===== config.mk =====
export PLATFORM = sky130hd
export DESIGN_NAME = dmem_arbiter_rv32i_flat
export DESIGN_NICKNAME = d
export VERILOG_FILES = /design/src/rtl/dmem_arb_pkg.sv /design/src/rtl/dmem_arb_if.sv /design/src/rtl/dmem_arb_rr.sv /design/src/rtl/dmem_arbiter_rv32i.sv /design/src/flat_wrapper.sv
export SDC_FILE = /design/constraint.sdc
export NUM_CORES = 1
export LEC_CHECK = 0
export BUFFER_PORTS_ARGS = -buffer_cell sky130_fd_sc_hd__buf_2
export CORE_AREA = 2 2 119 121
export DETAILED_ROUTE_END_ITERATION = 10
export DIE_AREA = 0 0 121 123
export PLACE_DENSITY = 0.7
export SLEW_MARGIN = 20
export SYNTH_ARGS = -nofsm -noshare
export SYNTH_HDL_FRONTEND = slang
export SYNTH_SLANG_ARGS = --single-unit

===== constraint.sdc =====
create_clock -name clock -period 4.6 [get_ports clock]
set_input_delay 0 -clock clock [delete_from_list [all_inputs] [get_ports clock]]
set_output_delay 0 -clock clock [all_outputs]
set_load 0.01 [all_outputs]

===== src/rtl/dmem_arb_pkg.sv =====
// Shared types and defaults for the RV32I data-memory arbiter.
package dmem_arb_pkg;

    typedef enum logic [1:0] {
        IDLE  = 2'd0,
        OWN_C = 2'd1,
        OWN_D = 2'd2
    } arb_state_e;

    localparam logic [1:0] ST_SW = 2'b00;
    localparam logic [1:0] ST_SH = 2'b01;
    localparam logic [1:0] ST_SB = 2'b10;

    localparam int LOCK_MAX_DEF = 8;
    localparam int WAIT_MAX_DEF = 15;

endpackage


===== src/rtl/dmem_arb_if.sv =====
// Bus bundle between the core/debug requesters, the arbiter and the data memory.
interface dmem_arb_if;

    logic        c_req;
    logic        c_we;
    logic [1:0]  c_storetype;
    logic [31:0] c_addr;
    logic [31:0] c_wdata;
    logic        c_gnt;
    logic        c_rvalid;
    logic [31:0] c_rdata;

    logic        d_req;
    logic        d_lock;
    logic        d_we;
    logic [1:0]  d_storetype;
    logic [31:0] d_addr;
    logic [31:0] d_wdata;
    logic        d_gnt;
    logic        d_rvalid;
    logic [31:0] d_rdata;

    logic        m_store;
    logic [1:0]  m_storetype;
    logic [31:0] m_addr;
    logic [31:0] m_wdata;
    logic [31:0] m_rdata;

    logic [1:0]  wdog_err;

    // Requester side; it also plays the memory and supplies m_rdata.
    modport master (
        output c_req, c_we, c_storetype, c_addr, c_wdata,
        output d_req, d_lock, d_we, d_storetype, d_addr, d_wdata,
        output m_rdata,
        input  c_gnt, c_rvalid, c_rdata,
        input  d_gnt, d_rvalid, d_rdata,
        input  m_store, m_storetype, m_addr, m_wdata,
        input  wdog_err
    );

    modport slave (
        input  c_req, c_we, c_storetype, c_addr, c_wdata,
        input  d_req, d_lock, d_we, d_storetype, d_addr, d_wdata,
        input  m_rdata,
        output c_gnt, c_rvalid, c_rdata,
        output d_gnt, d_rvalid, d_rdata,
        output m_store, m_storetype, m_addr, m_wdata,
        output wdog_err
    );

endinterface


===== src/rtl/dmem_arb_rr.sv =====
// Two-way round-robin pick between core and debug; owns the last-grant pointer.
module dmem_arb_rr (
    input  logic clock,
    input  logic reset,
    input  logic req_c_i,
    input  logic req_d_i,
    input  logic gnt_c_i,
    input  logic gnt_d_i,
    output logic pick_d_o
);

    logic last_d_q;
    logic last_d_d;

    always_comb begin
        last_d_d = last_d_q;
        if (gnt_c_i) begin
            last_d_d = 1'b0;
        end else if (gnt_d_i) begin
            last_d_d = 1'b1;
        end
    end

    // Pointer starts at "debug" so the core takes the first tie.
    always_ff @(posedge clock or posedge reset) begin
        if (reset) begin
            last_d_q <= 1'b1;
        end else begin
            last_d_q <= last_d_d;
        end
    end

    assign pick_d_o = req_d_i & (~req_c_i | ~last_d_q);

endmodule


===== src/rtl/dmem_arbiter_rv32i.sv =====
// Core/debug data-memory arbiter with debug bus lock and read-data return.
// Optional starvation watchdog is built when DMEM_ARB_WDOG_EN is defined.
module dmem_arbiter_rv32i
    import dmem_arb_pkg::*;
#(
    parameter int LOCK_MAX = LOCK_MAX_DEF,
    parameter int WAIT_MAX = WAIT_MAX_DEF
) (
    input  logic       clock,
    input  logic       reset,
    dmem_arb_if.slave  bus
);

    localparam int             LCW      = $clog2(LOCK_MAX + 1);
    localparam logic [LCW-1:0] LOCK_LIM = LCW'(LOCK_MAX);

    arb_state_e     state_q, state_d;
    logic [LCW-1:0] lock_cnt_q, lock_cnt_d, lock_cnt_inc;
    logic           c_gnt, d_gnt, pick_d;
    logic           c_rd, d_rd;
    logic           c_rvalid_q, d_rvalid_q;
    logic [31:0]    c_rdata_q, d_rdata_q;

    dmem_arb_rr u_rr (
        .clock    (clock),
        .reset    (reset),
        .req_c_i  (bus.c_req),
        .req_d_i  (bus.d_req),
        .gnt_c_i  (c_gnt),
        .gnt_d_i  (d_gnt),
        .pick_d_o (pick_d)
    );

    // The lock budget is judged on the count including this cycle's grant.
    always_comb begin
        state_d      = state_q;
        lock_cnt_d   = lock_cnt_q;
        lock_cnt_inc = lock_cnt_q;
        c_gnt        = 1'b0;
        d_gnt        = 1'b0;
        case (state_q)
            IDLE: begin
                if (bus.c_req | bus.d_req) begin
                    state_d = pick_d ? OWN_D : OWN_C;
                end
            end
            OWN_C: begin
                c_gnt = bus.c_req;
                if (bus.d_req) begin
                    state_d = OWN_D;
                end else if (bus.c_req) begin
                    state_d = OWN_C;
                end else begin
                    state_d = IDLE;
                end
            end
            OWN_D: begin
                d_gnt        = bus.d_req;
                lock_cnt_inc = lock_cnt_q + LCW'(bus.d_req & bus.d_lock & bus.c_req);
                if (bus.d_lock & bus.d_req & (lock_cnt_inc < LOCK_LIM)) begin
                    state_d = OWN_D;
                end else if (bus.c_req) begin
                    state_d = OWN_C;
                end else if (bus.d_req) begin
                    state_d = OWN_D;
                end else begin
                    state_d = IDLE;
                end
                lock_cnt_d = (state_d == OWN_D) ? lock_cnt_inc : '0;
            end
            default: state_d = IDLE;
        endcase
    end

    always_comb begin
        bus.m_store     = 1'b0;
        bus.m_storetype = ST_SW;
        bus.m_addr      = '0;
        bus.m_wdata     = '0;
        case (state_q)
            OWN_C: begin
                bus.m_store     = bus.c_we & c_gnt;
                bus.m_storetype = bus.c_storetype;
                bus.m_addr      = bus.c_addr;
                bus.m_wdata     = bus.c_wdata;
            end
            OWN_D: begin
                bus.m_store     = bus.d_we & d_gnt;
                bus.m_storetype = bus.d_storetype;
                bus.m_addr      = bus.d_addr;
                bus.m_wdata     = bus.d_wdata;
            end
            default: ;
        endcase
    end

    assign c_rd = c_gnt & ~bus.c_we;
    assign d_rd = d_gnt & ~bus.d_we;

    always_ff @(posedge clock or posedge reset) begin
        if (reset) begin
            state_q    <= IDLE;
            lock_cnt_q <= '0;
            c_rvalid_q <= 1'b0;
            d_rvalid_q <= 1'b0;
            c_rdata_q  <= '0;
            d_rdata_q  <= '0;
        end else begin
            state_q    <= state_d;
            lock_cnt_q <= lock_cnt_d;
            c_rvalid_q <= c_rd;
            d_rvalid_q <= d_rd;
            if (c_rd) c_rdata_q <= bus.m_rdata;
            if (d_rd) d_rdata_q <= bus.m_rdata;
        end
    end

    assign bus.c_gnt    = c_gnt;
    assign bus.d_gnt    = d_gnt;
    assign bus.c_rvalid = c_rvalid_q;
    assign bus.d_rvalid = d_rvalid_q;
    assign bus.c_rdata  = c_rdata_q;
    assign bus.d_rdata  = d_rdata_q;

`ifdef DMEM_ARB_WDOG_EN
    localparam logic [3:0] WAIT_LIM = 4'(WAIT_MAX);

    logic [3:0] wait_c_q, wait_c_d, wait_d_q, wait_d_d;
    logic [1:0] err_q, err_d;

    // Wait counters saturate; error bits are sticky until reset.
    always_comb begin
        wait_c_d = '0;
        wait_d_d = '0;
        if (bus.c_req & ~c_gnt) begin
            wait_c_d = (wait_c_q == 4'hF) ? wait_c_q : wait_c_q + 4'd1;
        end
        if (bus.d_req & ~d_gnt) begin
            wait_d_d = (wait_d_q == 4'hF) ? wait_d_q : wait_d_q + 4'd1;
        end
        err_d = err_q | {wait_d_d == WAIT_LIM, wait_c_d == WAIT_LIM};
    end

    always_ff @(posedge clock or posedge reset) begin
        if (reset) begin
            wait_c_q <= '0;
            wait_d_q <= '0;
            err_q    <= '0;
        end else begin
            wait_c_q <= wait_c_d;
            wait_d_q <= wait_d_d;
            err_q    <= err_d;
        end
    end

    assign bus.wdog_err = err_q;
`else
    logic unused_wait;
    assign unused_wait  = (WAIT_MAX > 0);
    assign bus.wdog_err = 2'b00;
`endif

endmodule

===== src/flat_wrapper.sv =====
// flat-port wrapper written by rule: the top's interface ports become plain ports
module dmem_arbiter_rv32i_flat import dmem_arb_pkg::*;
#(
    parameter int LOCK_MAX = LOCK_MAX_DEF,
    parameter int WAIT_MAX = WAIT_MAX_DEF
)
  (clock, reset, bus_c_req, bus_c_we, bus_c_storetype, bus_c_addr, bus_c_wdata, bus_d_req, bus_d_lock, bus_d_we, bus_d_storetype, bus_d_addr, bus_d_wdata, bus_m_rdata, bus_c_gnt, bus_c_rvalid, bus_c_rdata, bus_d_gnt, bus_d_rvalid, bus_d_rdata, bus_m_store, bus_m_storetype, bus_m_addr, bus_m_wdata, bus_wdog_err);
  dmem_arb_if bus_i ();
  input  logic clock;
  input  logic reset;
  input wire logic [$bits(bus_i.c_req)-1:0] bus_c_req;
  input wire logic [$bits(bus_i.c_we)-1:0] bus_c_we;
  input wire logic [$bits(bus_i.c_storetype)-1:0] bus_c_storetype;
  input wire logic [$bits(bus_i.c_addr)-1:0] bus_c_addr;
  input wire logic [$bits(bus_i.c_wdata)-1:0] bus_c_wdata;
  input wire logic [$bits(bus_i.d_req)-1:0] bus_d_req;
  input wire logic [$bits(bus_i.d_lock)-1:0] bus_d_lock;
  input wire logic [$bits(bus_i.d_we)-1:0] bus_d_we;
  input wire logic [$bits(bus_i.d_storetype)-1:0] bus_d_storetype;
  input wire logic [$bits(bus_i.d_addr)-1:0] bus_d_addr;
  input wire logic [$bits(bus_i.d_wdata)-1:0] bus_d_wdata;
  input wire logic [$bits(bus_i.m_rdata)-1:0] bus_m_rdata;
  output wire logic [$bits(bus_i.c_gnt)-1:0] bus_c_gnt;
  output wire logic [$bits(bus_i.c_rvalid)-1:0] bus_c_rvalid;
  output wire logic [$bits(bus_i.c_rdata)-1:0] bus_c_rdata;
  output wire logic [$bits(bus_i.d_gnt)-1:0] bus_d_gnt;
  output wire logic [$bits(bus_i.d_rvalid)-1:0] bus_d_rvalid;
  output wire logic [$bits(bus_i.d_rdata)-1:0] bus_d_rdata;
  output wire logic [$bits(bus_i.m_store)-1:0] bus_m_store;
  output wire logic [$bits(bus_i.m_storetype)-1:0] bus_m_storetype;
  output wire logic [$bits(bus_i.m_addr)-1:0] bus_m_addr;
  output wire logic [$bits(bus_i.m_wdata)-1:0] bus_m_wdata;
  output wire logic [$bits(bus_i.wdog_err)-1:0] bus_wdog_err;
  assign bus_i.c_req = bus_c_req;
  assign bus_i.c_we = bus_c_we;
  assign bus_i.c_storetype = bus_c_storetype;
  assign bus_i.c_addr = bus_c_addr;
  assign bus_i.c_wdata = bus_c_wdata;
  assign bus_i.d_req = bus_d_req;
  assign bus_i.d_lock = bus_d_lock;
  assign bus_i.d_we = bus_d_we;
  assign bus_i.d_storetype = bus_d_storetype;
  assign bus_i.d_addr = bus_d_addr;
  assign bus_i.d_wdata = bus_d_wdata;
  assign bus_i.m_rdata = bus_m_rdata;
  assign bus_c_gnt = bus_i.c_gnt;
  assign bus_c_rvalid = bus_i.c_rvalid;
  assign bus_c_rdata = bus_i.c_rdata;
  assign bus_d_gnt = bus_i.d_gnt;
  assign bus_d_rvalid = bus_i.d_rvalid;
  assign bus_d_rdata = bus_i.d_rdata;
  assign bus_m_store = bus_i.m_store;
  assign bus_m_storetype = bus_i.m_storetype;
  assign bus_m_addr = bus_i.m_addr;
  assign bus_m_wdata = bus_i.m_wdata;
  assign bus_wdog_err = bus_i.wdog_err;
  dmem_arbiter_rv32i #(.LOCK_MAX(LOCK_MAX), .WAIT_MAX(WAIT_MAX)) u_core (.clock(clock), .reset(reset), .bus(bus_i));
endmodule

==> summary.md <==
| Metric | Value |
|---|---|
| Worst Skew | roughly 0.0066 ns |
| Place WS | approximately 2.3 ns |
| Number of buffers added on ports | 305 |
| CP required | 4.60 ns |
| Crit path launch type | flip-flop |
| Via Count | 4016 |
| Final Hold Fails | 0 |
| Seq cells post-synth | 73 |
| Setup TNS | 0 ns |
| Share of cells above drive strength 1 | 57.6% |
| Final worst slack | 2.28 ns |
| Total Nets Final | 854 |
| DRC viols | 0 |
| Crit path cell chain | inv_1 > ha_1 > buf_4 > nor2b_1 > buf_2 |
| Initial drt markers | 146 |
| F_max | around 430 MHz |
| Sw Share | a little under two fifths |
| Routed WL per cell | ~16 um |
| Post-synth EDFFs | 0 |
| Max-Cap Viols | 0 |
| Element type at the critical path end | output pin |
| Final HPWL DP | about 10000 um |
| Antenna-violating nets left | 0 |
| Hold path depth | 3 |
| Outcome | finished clean |
| Top cells by area, synth | dfrtp_1 (44%), mux2_2 (14%), a22oi_1 (12%), nor2b_1 (10%), mux2_4 (3.7%) |
| Critical path arrival | 2.32 ns |
| Clock latency on the worst-skew pair | between 0.3 and 0.4 ns |
| Root buf cell | clkbuf_16 |
| Final cell count without fillers | 863 |
| Final Setup Violations | 0 |
| Rows | 43 |
| Worst min path class | input port to flip-flop |
| IO Pins | about 310 |
| RSZ-0062 raised after global routing | false |
| Ys flop type | dfrtp_1 |
| Power Dens Cells | 614 nW/um^2 |
| Top-count cell post-synth | dfrtp_1 |
| Max-slew headroom | 28.6% |
| Initial Util | 30.2% |
| R2r worst-path depth | 6 |
| Buffers and inverters on the worst path | 3 |
| Final Max Tran Viols | 0 |
| CTS tree | built |
| Dpl cells | a little over 800 |
| Period utilization | approximately half |
| Slew @ Worst Pin | roughly 1.1 ns |
| Critical Path Max Stage Delay | 0.74 ns |
| TritonRoute pass-1 iters | 6 |
| P&R area growth vs syn | 54.2% |
| Longest Clk Path Bufs | 2 |
| Core area | 13600 sq um |
| Post-CTS resize count | 0 |
| Comb pwr share | a little over half |
| CP delay by family, top | adder cells |
| WL final | ~13000 um |
| Mapped Avg Cell Area | 11.5 sq um |
| Yosys warning total | 0 |
| Vias in the first global route | 3725 |
| Die height | 123 um |
| Levels on crit path | 5 |
| Peak supply drop | between 0.2 and 0.25 mV |
| Switching power | 1.48 mW |
| Mapped Area | 4110 sq um |
| Worst-path clk slew | 0.06 ns |
| Initial antenna violation count | 1 |
| Total GRT Usage | 16.8% |
| Critical path class | flip-flop to output pin |
| Top cells by count, synth | dfrtp_1 (72), a22oi_1 (67), nor2b_1 (66) |
| Routed vias/inst | 4.65 |
| Largest net degree at the start of global routing | 80 |
| Final GP Congestion | 0.755 |
| Clock share of power | 18.4% |
| Int Pwr | 2.41 mW |
| Yosys top cell area share | 43.9% |
| Distinct cells, synth | 40 |
| Global-route wire length before repair | 19500 um |
| Synth area leader | dfrtp_1 |
| Critical path's slowest cell | ha_1 |
| Remaining global-route overflow | 0 |
| Maximum fanout along the worst path | 40 |
| Post-layout min period | 2.32 ns |
| Synthesized instance count | 357 |
| # clock sinks | between 70 and 80 |
| Ys async rst share | 100% |
| Chip Width | 121 um |
| Sequential power share | 28.4% |
| CTS buffer count | 9 |
| Register area share after synthesis | between 40 and 50% |
| CTS HTree Levels | 3 |
| Leakage | ~3.3 nW |
| Die area | 14900 sq um |
[final timing paths]
| check | from | end | slack (ns) |
|---|---|---|---|
| max | u_core.state_q[0] | bus_m_wdata[0] | 2.28 |
| min | bus_c_req | u_core.u_rr.last_d_q | 0.04 |
| min in group asynchronous | reset | u_core.bus.d_rdata[25] | 0.48 |
| min reg2reg | u_core.bus.c_rdata[31] | u_core.bus.c_rdata[31] | 0.49 |
| max reg2reg | u_core.state_q[1] | u_core.bus.c_rdata[31] | 2.38 |
| max in group asynchronous | reset | u_core.state_q[1] | 3.52 |
[area by class of cell]
type                       instances  area (sq um)
fill                            1237          7280
multi-input combinational        243          2040
timing repair buffer             343          1890
sequential                        73          1830
clock buffer                      11           253
tap                              180           225
clock inverter                     5          63.8
inverter                           7          31.3
antenna                            1          2.50
[flip-flops by register name, summed over array words and instances (netlist names)]
name / cells
u_core.bus.c_rdata: 32
u_core.bus.c_rvalid: 1
u_core.bus.d_rdata: 32
u_core.bus.d_rvalid: 1
u_core.lock_cnt_q: 4
u_core.state_q: 2
u_core.u_rr.last_d_q: 1
[layer usage]
layer / wire [um] / track usage [%] / vias up
li1: - / - / 1921
met4: 165 / 4.29 / 0
met5: 0 / 0 / -
met2: 6650 / 29.0 / 187
met3: 1060 / 3.78 / 12
met1: 5590 / 21.2 / 1896
[cells in the final DEF (no fill, tap or decap), types with 2 or more instances in the layout]
| master | netlist | layout |
|---|---|---|
| buf_2 | 7 | 305 |
| dfrtp_1 | 72 | 72 |
| a22oi_1 | 67 | 67 |
| nor2b_1 | 66 | 66 |
| mux2_2 | 50 | 50 |
| dlygate4sd3_1 | 0 | 33 |
| mux2_4 | 10 | 10 |
| clkbuf_16 | 0 | 9 |
| inv_1 | 6 | 5 |
| mux2_1 | 5 | 5 |
| buf_4 | 4 | 5 |
| nand2b_1 | 4 | 4 |
| ha_1 | 6 | 4 |
| nand2_1 | 3 | 3 |
| mux2i_1 | 3 | 3 |
| nand3_1 | 3 | 3 |
| a31oi_1 | 3 | 3 |
| clkinv_4 | 0 | 3 |
| and3_1 | 2 | 2 |
| nor3b_1 | 2 | 2 |
| a22o_1 | 2 | 2 |
| a21boi_0 | 2 | 2 |
| ha_2 | 0 | 2 |
| conb_1 | 1 | 2 |
| clkbuf_8 | 0 | 2 |
[cells by family after synthesis]
group,count (synthesis),share of synthesized area [%]
compound gates,80,14.6
fa+ha+maj,6,1.83
buf+inv,42,6.12
flops,73,44.5
mux,68,19.5
other cells,1,0.0913
simple gates,87,13.3
[what timing repair did]
action | 4_1_cts | 5_1_grt
hold endpoints to repair | 105 | 0
setup buffers | 0 | 0
hold buffers | 33 | 0
[worst reg2reg max path: stages (launching register included)]
cell	delay [ns]
dfrtp_1	0.37
inv_1	0.09
ha_2	0.20
nand2_4	0.07
or2_1	0.81
inv_6	0.20
mux2_1	0.37
[power groups by stage]
| stage | Sequential (mW) | Combinational (mW) | Clock (mW) |
|---|---|---|---|
| finish | 1.10 | 2.07 | 0.715 |
| global route | 1.14 | 2.26 | 0.766 |
| CTS | 1.10 | 2.09 | 0.736 |
| detailed placement | 1.11 | 2.07 | 0 |
| global placement | 1.11 | 2.04 | 0 |
| floorplan | 1.24 | 1.17 | 0 |
[stage by stage]
step	instance area, sq um	hold WS (ns)	total power, mW	util, %
floorplan	4110	0.132	2.40	-
global placement	5680	0.232	3.15	41.8
detailed placement	5680	0.240	3.18	41.8
CTS	6330	0.0273	3.93	46.5
global route	6330	0.0698	4.16	46.5
finish	6330	0.0407	3.89	46.5
No activity file was read; power rests on OpenSTA's default activity.
